===== config.mk =====
export PLATFORM = sky130hd
export DESIGN_NAME = xstop_boot_ctrl
export DESIGN_NICKNAME = d
export VERILOG_FILES = /design/src/rtl/xstop_boot_ctrl.sv
export SDC_FILE = /design/constraint.sdc
export NUM_CORES = 1
export LEC_CHECK = 0
export CORE_ASPECT_RATIO = 1.1
export CORE_MARGIN = 10
export CORE_UTILIZATION = 38
export CTS_BUF_LIST = sky130_fd_sc_hd__clkbuf_8
export DETAILED_ROUTE_END_ITERATION = 12
export PLACE_DENSITY_LB_ADDON = 0.05
export SLEW_MARGIN = 20
export SYNTH_ARGS = -nofsm -noshare
export SYNTH_HDL_FRONTEND = slang
export SYNTH_SLANG_ARGS = --single-unit

===== constraint.sdc =====
create_clock -name clk -period 2.8 [get_ports clk]
set_input_delay 0.84 -clock clk [delete_from_list [all_inputs] [get_ports clk]]
set_output_delay 0.84 -clock clk [all_outputs]
set_load 0.01 [all_outputs]

===== src/rtl/xstop_boot_ctrl.sv =====
// Boot/run sequencer for the XSTop core: timed reset release, interrupt gating,
// halt/critical-error monitoring and a watchdog with bounded auto-restart.
module xstop_boot_ctrl #(
    parameter int unsigned VEC_W         = 48,
    parameter int unsigned NINTR         = 64,
    parameter int unsigned RST_CYCLES    = 16,
    parameter int unsigned SETTLE_CYCLES = 8,
    parameter int unsigned WDT_W         = 24,
    parameter logic [WDT_W-1:0] WDT_TIMEOUT = {WDT_W{1'b1}},
    parameter int unsigned MAX_RESTARTS  = 3
) (
    input  logic             clk,
    input  logic             rstn,
    input  logic             start,
    input  logic             stop,
    input  logic [VEC_W-1:0] rst_vec_in,
    input  logic             wdt_kick,
    input  logic             core_halt,
    input  logic             core_crit_err,
    input  logic [NINTR-1:0] ext_intrs_in,
    output logic             core_rst,
    output logic [VEC_W-1:0] core_rst_vec,
    output logic [NINTR-1:0] ext_intrs_out,
    output logic [2:0]       state,
    output logic [1:0]       fault_cause,
    output logic [7:0]       restart_cnt
);

    typedef enum logic [2:0] {
        StIdle    = 3'd0,
        StAssert  = 3'd1,
        StRelease = 3'd2,
        StRun     = 3'd3,
        StHalted  = 3'd4,
        StFault   = 3'd5
    } state_e;

    localparam int unsigned CNT_MAX = (RST_CYCLES > SETTLE_CYCLES) ? RST_CYCLES : SETTLE_CYCLES;
    localparam int unsigned CNT_W   = (CNT_MAX > 1) ? $clog2(CNT_MAX) : 1;
    localparam logic [CNT_W-1:0] RST_LOAD    = CNT_W'(RST_CYCLES - 1);
    localparam logic [CNT_W-1:0] SETTLE_LOAD = CNT_W'(SETTLE_CYCLES - 1);
    localparam logic [WDT_W-1:0] WDT_LAST    = WDT_TIMEOUT - WDT_W'(1);

    state_e             state_q, state_d;
    logic [CNT_W-1:0]   cnt_q, cnt_d;
    logic [WDT_W-1:0]   wdt_q, wdt_d;
    logic [VEC_W-1:0]   vec_q, vec_d;
    logic [NINTR-1:0]   intrs_q, intrs_d;
    logic [1:0]         cause_q, cause_d;
    logic [7:0]         restart_q, restart_d;
    logic               core_rst_q, core_rst_d;
    logic               wdt_expire;
    logic               accept;

    // A kick in the expiry cycle suppresses the expiry.
    assign wdt_expire = (WDT_TIMEOUT != '0) && !wdt_kick && (wdt_q == WDT_LAST);

    always_comb begin
        state_d   = state_q;
        vec_d     = vec_q;
        cause_d   = cause_q;
        restart_d = restart_q;
        accept    = 1'b0;
        cnt_d     = '0;
        wdt_d     = '0;

        if (stop) begin
            state_d = StIdle;
        end else begin
            unique case (state_q)
                StIdle: begin
                    if (start) accept = 1'b1;
                end
                StAssert: begin
                    if (cnt_q == '0) state_d = StRelease;
                end
                StRelease: begin
                    if (core_crit_err) begin
                        state_d = StFault;
                        cause_d = 2'd1;
                    end else if (cnt_q == '0) begin
                        state_d = StRun;
                    end
                end
                StRun: begin
                    if (core_crit_err) begin
                        state_d = StFault;
                        cause_d = 2'd1;
                    end else if (wdt_expire) begin
                        if (32'(restart_q) < MAX_RESTARTS) begin
                            state_d = StAssert;
                            if (restart_q != 8'hFF) restart_d = restart_q + 8'd1;
                        end else begin
                            state_d = StFault;
                            cause_d = 2'd2;
                        end
                    end else if (core_halt) begin
                        state_d = StHalted;
                    end
                end
                StHalted: begin
                    if (core_crit_err) begin
                        state_d = StFault;
                        cause_d = 2'd1;
                    end else if (start) begin
                        accept = 1'b1;
                    end
                end
                StFault: begin
                    if (start) accept = 1'b1;
                end
                default: state_d = StIdle;
            endcase
        end

        if (accept) begin
            state_d   = StAssert;
            vec_d     = rst_vec_in;
            cause_d   = 2'd0;
            restart_d = 8'd0;
        end

        // Phase counters reload on every entry, including watchdog restarts.
        if (state_d == StAssert && state_q != StAssert) begin
            cnt_d = RST_LOAD;
        end else if (state_d == StRelease && state_q != StRelease) begin
            cnt_d = SETTLE_LOAD;
        end else if (state_d == state_q && (state_q == StAssert || state_q == StRelease)) begin
            cnt_d = cnt_q - CNT_W'(1);
        end

        if (state_d == StRun && state_q == StRun && !wdt_kick) begin
            wdt_d = wdt_q + WDT_W'(1);
        end

        intrs_d    = (state_q == StRun) ? ext_intrs_in : '0;
        core_rst_d = !(state_d == StRelease || state_d == StRun || state_d == StHalted);
    end

    always_ff @(posedge clk or negedge rstn) begin
        if (!rstn) begin
            state_q    <= StIdle;
            cnt_q      <= '0;
            wdt_q      <= '0;
            vec_q      <= '0;
            intrs_q    <= '0;
            cause_q    <= 2'd0;
            restart_q  <= 8'd0;
            core_rst_q <= 1'b1;
        end else begin
            state_q    <= state_d;
            cnt_q      <= cnt_d;
            wdt_q      <= wdt_d;
            vec_q      <= vec_d;
            intrs_q    <= intrs_d;
            cause_q    <= cause_d;
            restart_q  <= restart_d;
            core_rst_q <= core_rst_d;
        end
    end

    assign core_rst      = core_rst_q;
    assign core_rst_vec  = vec_q;
    assign ext_intrs_out = intrs_q;
    assign state         = state_q;
    assign fault_cause   = cause_q;
    assign restart_cnt   = restart_q;

endmodule


==> reports/summary.log, run 1 <==
qor: status.outcome complete, no violations
qor: timing.skew 9.02 ps
qor: worst_setup_path.critical_path.max_fanout 13
qor: worst_setup_path.slowest_delay 660 ps
qor: synthesis.synth-async-reset-ratio 100%
qor: synthesis.netlist_instances 558
qor: power_and_ir_drop.share_clk_of_total_power 27.8%
qor: detailed_routing.finalWirelength 17600 um
qor: clocking.cts_inserted_buffers 17
qor: synthesis.yosys_warnings 0
qor: floorplanning.chipWidth 140 um
qor: worst_setup_path.critical_path.endpoint_type output pin
qor: synthesis.synth.lib_cells_used.distinct 47
qor: power_and_ir_drop.intPower 0.00459 W
qor: timing.max_freq 400 MHz
qor: detailed_routing.post-route-drc-count 0
qor: synthesis.cell_area_after_synthesis 6050 um2
qor: placed_design.hpwl 13200 um
qor: worst_setup_path.critPathLaunchType flip-flop
qor: timing.post-route-min-period 2500 ps
qor: worst_setup_path.cell_with_the_biggest_individual_delay_on_the_critical_path clkdlybuf4s50_1
qor: detailed_routing.initialDrtViolationCount 204
qor: global_routing.overflow_left_after_global_routing 0
qor: clocking.clock_sinks 154
qor: detailed_routing.iteration_count_of_the_initial_detailed_routing_pass 6
qor: placed_design.globalplace.congestion 0.784
qor: detailed_routing.antenna_left 0
qor: clocking.cts-htree-levels 4
qor: synthesis.synth_most_common_cell nand2_1
qor: clocking.cts_max_path_buffers 2
qor: global_routing.grt_antenna_before_repair 0
qor: global_routing.grt_max_degree 66
qor: final_layout.drive_gt1_share 7.93%
qor: synthesis.ys_seq_elements 154
qor: power_and_ir_drop.switching_power 0.00188 W
qor: clocking.clkSlewWorstSetupHoldPaths 80 ps
qor: synthesis.synth.largest_area_cell dfrtp_1
qor: floorplanning.die_area 21400 um2
qor: clocking.cts_tree yes
qor: timing.tightestPinTransition 671 ps
qor: clocking.cts_hold_buffers 0
qor: synthesis.yosysSeqAreaShare 63.8%
qor: worst_setup_path.cp_data_required_time 1960 ps
qor: power_and_ir_drop.p_comb_share 28.8%
qor: timing.post_route_worst_hold_slack 334 ps
qor: synthesis.post-synth-top-area-fraction 63.3%
qor: synthesis.synth_cell_count_leaders nand2_1 (157), dfrtp_1 (153), and2_1 (70)
qor: power_and_ir_drop.static-leakage-power 4.22 nW
qor: worst_setup_path.critical_path.n_buffers_inverters 1
qor: synthesis.synth.net_count 681
qor: floorplanning.floorplan.initialDensity 38.6%
qor: floorplanning.num_rows 48
qor: final_layout.layout-area-overhead-vs-synth 51.9%
qor: clocking.post-cts-setup-buffer-count 0
qor: worst_setup_path.cp.arrival 1660 ps
qor: floorplanning.core 15700 um2
qor: clocking.cts_resized 0
qor: power_and_ir_drop.register_share_of_total_power 43.3%
qor: timing.setup_tns 0 ps
qor: synthesis.synth.area.top_cells dfrtp_1 (63%), nand2_1 (9.7%), and2_1 (7.2%)
qor: power_and_ir_drop.power_density 704 nW/um2
qor: timing.timing.final.hold_violations 0
qor: global_routing.via_count_of_the_first_global_routing_pass 5264
qor: synthesis.postSynth.topFlopCell dfrtp_1
qor: global_routing.track_usage 16.8%
qor: worst_setup_path.timing_worst_setup_path_type reg -> out
qor: floorplanning.io_pins 245
qor: synthesis.syn-mean-instance-area 10.8 um2
qor: final_layout.antenna-diode-count 0
qor: detailed_routing.vias 4737
qor: timing.maxSlewViolCount 0
qor: clocking.clk-insertion-delay-late 440 ps
qor: power_and_ir_drop.netSwitchingFraction 29.0%
qor: detailed_routing.route.detailed.wl_per_inst 17.2 um
qor: floorplanning.die_height 152 um
qor: placed_design.dp_cells 989
qor: timing.slew_headroom 54.8%
qor: power_and_ir_drop.vdd_ir_drop_max 0.000376 V
qor: final_layout.final_net_count 931
qor: placed_design.io_buffers 244
qor: job.maxCapViolCount 0
qor: worst_setup_path.cpLargestDelayFamily buffers and inverters
qor: clocking.clk_root_buffer_cell clkbuf_8
qor: final_layout.stdcell_count 1020
qor: global_routing.grt_first_pass_wirelength 28500 um
qor: detailed_routing.vias_per_cell 4.64
qor: timing.period_share 89.3%
qor: min_path.hold_path_class in -> async
qor: timing.final-setup-viol-count 0
qor: timing.grt_setup_unrepaired no
qor: worst_setup_path.worstPathCellList clkdlybuf4s50_1
qor: synthesis.synth-edff-count 0
-- stage by stage --
| stage | area [um2] | setup slack [ps] | power (W) | util, % |
|---|---|---|---|---|
| final | 9190 | 301 | 0.00647 | 58.6 |
| after global routing | 9190 | 139 | 0.00687 | 58.6 |
| after CTS | 9190 | 252 | 0.00658 | 58.6 |
| after detailed placement | 8760 | -67.6 | 0.00475 | 55.9 |
| after global placement | 8760 | -37.0 | 0.00470 | 55.9 |
| after floorplan | 6050 | 552 | 0.00356 | - |
-- cells in the final DEF, fill, tap and decap left out, drive strengths merged, types with 3 or more instances in the layout --
master	count
clkdlybuf4s50	243
nand2	157
dfrtp	153
and2	71
nor2	44
xor2	19
clkbuf	18
buf	13
nand3	9
nand4	8
inv	7
xnor2	6
nand2b	5
a21oi	5
nor3	5
o21ai	4
mux2i	4
ha	4
clkinvlp	4
bufinv	4
clkinv	4
and4	3
a31oi	3
nor4	3
-- power groups by stage --
stage,logic (W),registers [W],clock network [W]
floorplan,0.000577,0.00299,0
global placement,0.00187,0.00283,0
detailed placement,0.00190,0.00285,0
CTS,0.00191,0.00281,0.00187
global route,0.00205,0.00286,0.00196
finish,0.00186,0.00280,0.00180
-- registers in the layout, summed over array words and instances (netlist names) --
signal,flops
core_rst,1
wdt_q,24
restart_cnt,8
ext_intrs_out,64
core_rst_vec,48
fault_cause,2
state,3
cnt_q,4
-- path summary, 6_finish.rpt --
check,startpoint,to,slack [ps],cells past startpoint
min in group clk,core_rst_vec[7],core_rst_vec[7],470,2
worst max-delay path,state[1],state[1],300,1
worst min register to register,core_rst_vec[7],core_rst_vec[7],470,2
worst min-delay path,rstn,ext_intrs_out[17],330,1
max in group asynchronous,rstn,core_rst_vec[4],1800,2
worst max register to register,restart_cnt[0],cnt_q[1],480,7
-- kinds of logic after synthesis --
logic type,count (synthesis),share of synthesized area [%]
muxes,5,0.849
adders and majority gates,4,0.828
xor gates and xnor gates,25,3.62
buffers and inverters,31,2.48
AOI/OAI and AO/OA,23,2.57
DFF,154,63.8
and+or+nand+nor,316,25.9
-- layout make-up --
cell class | count | area (um2)
fillers | 1309 | 6490
flip-flops and latches | 154 | 3850
repair buffers | 256 | 2580
multi-input cells | 373 | 2050
well taps | 200 | 250
clock buffers | 18 | 248
clock inverters | 13 | 178
inverters | 6 | 22.5
-- per-layer routing --
metal	share of wire [%]	wire (um)	GRT usage, %
met2	51	8880	28.3
met5	0	0	0
met4	1.6	286	5.91
met1	35	6200	17.0
met3	13	2200	9.54
(Power assumes the default switching activity.)
==> run 2: changes to the inputs <==
- ABC_CLOCK_PERIOD_IN_PS: unset -> 2800
==> results of run 2 <==
The final DEF is identical to that of run 1; final timing and power are the same.
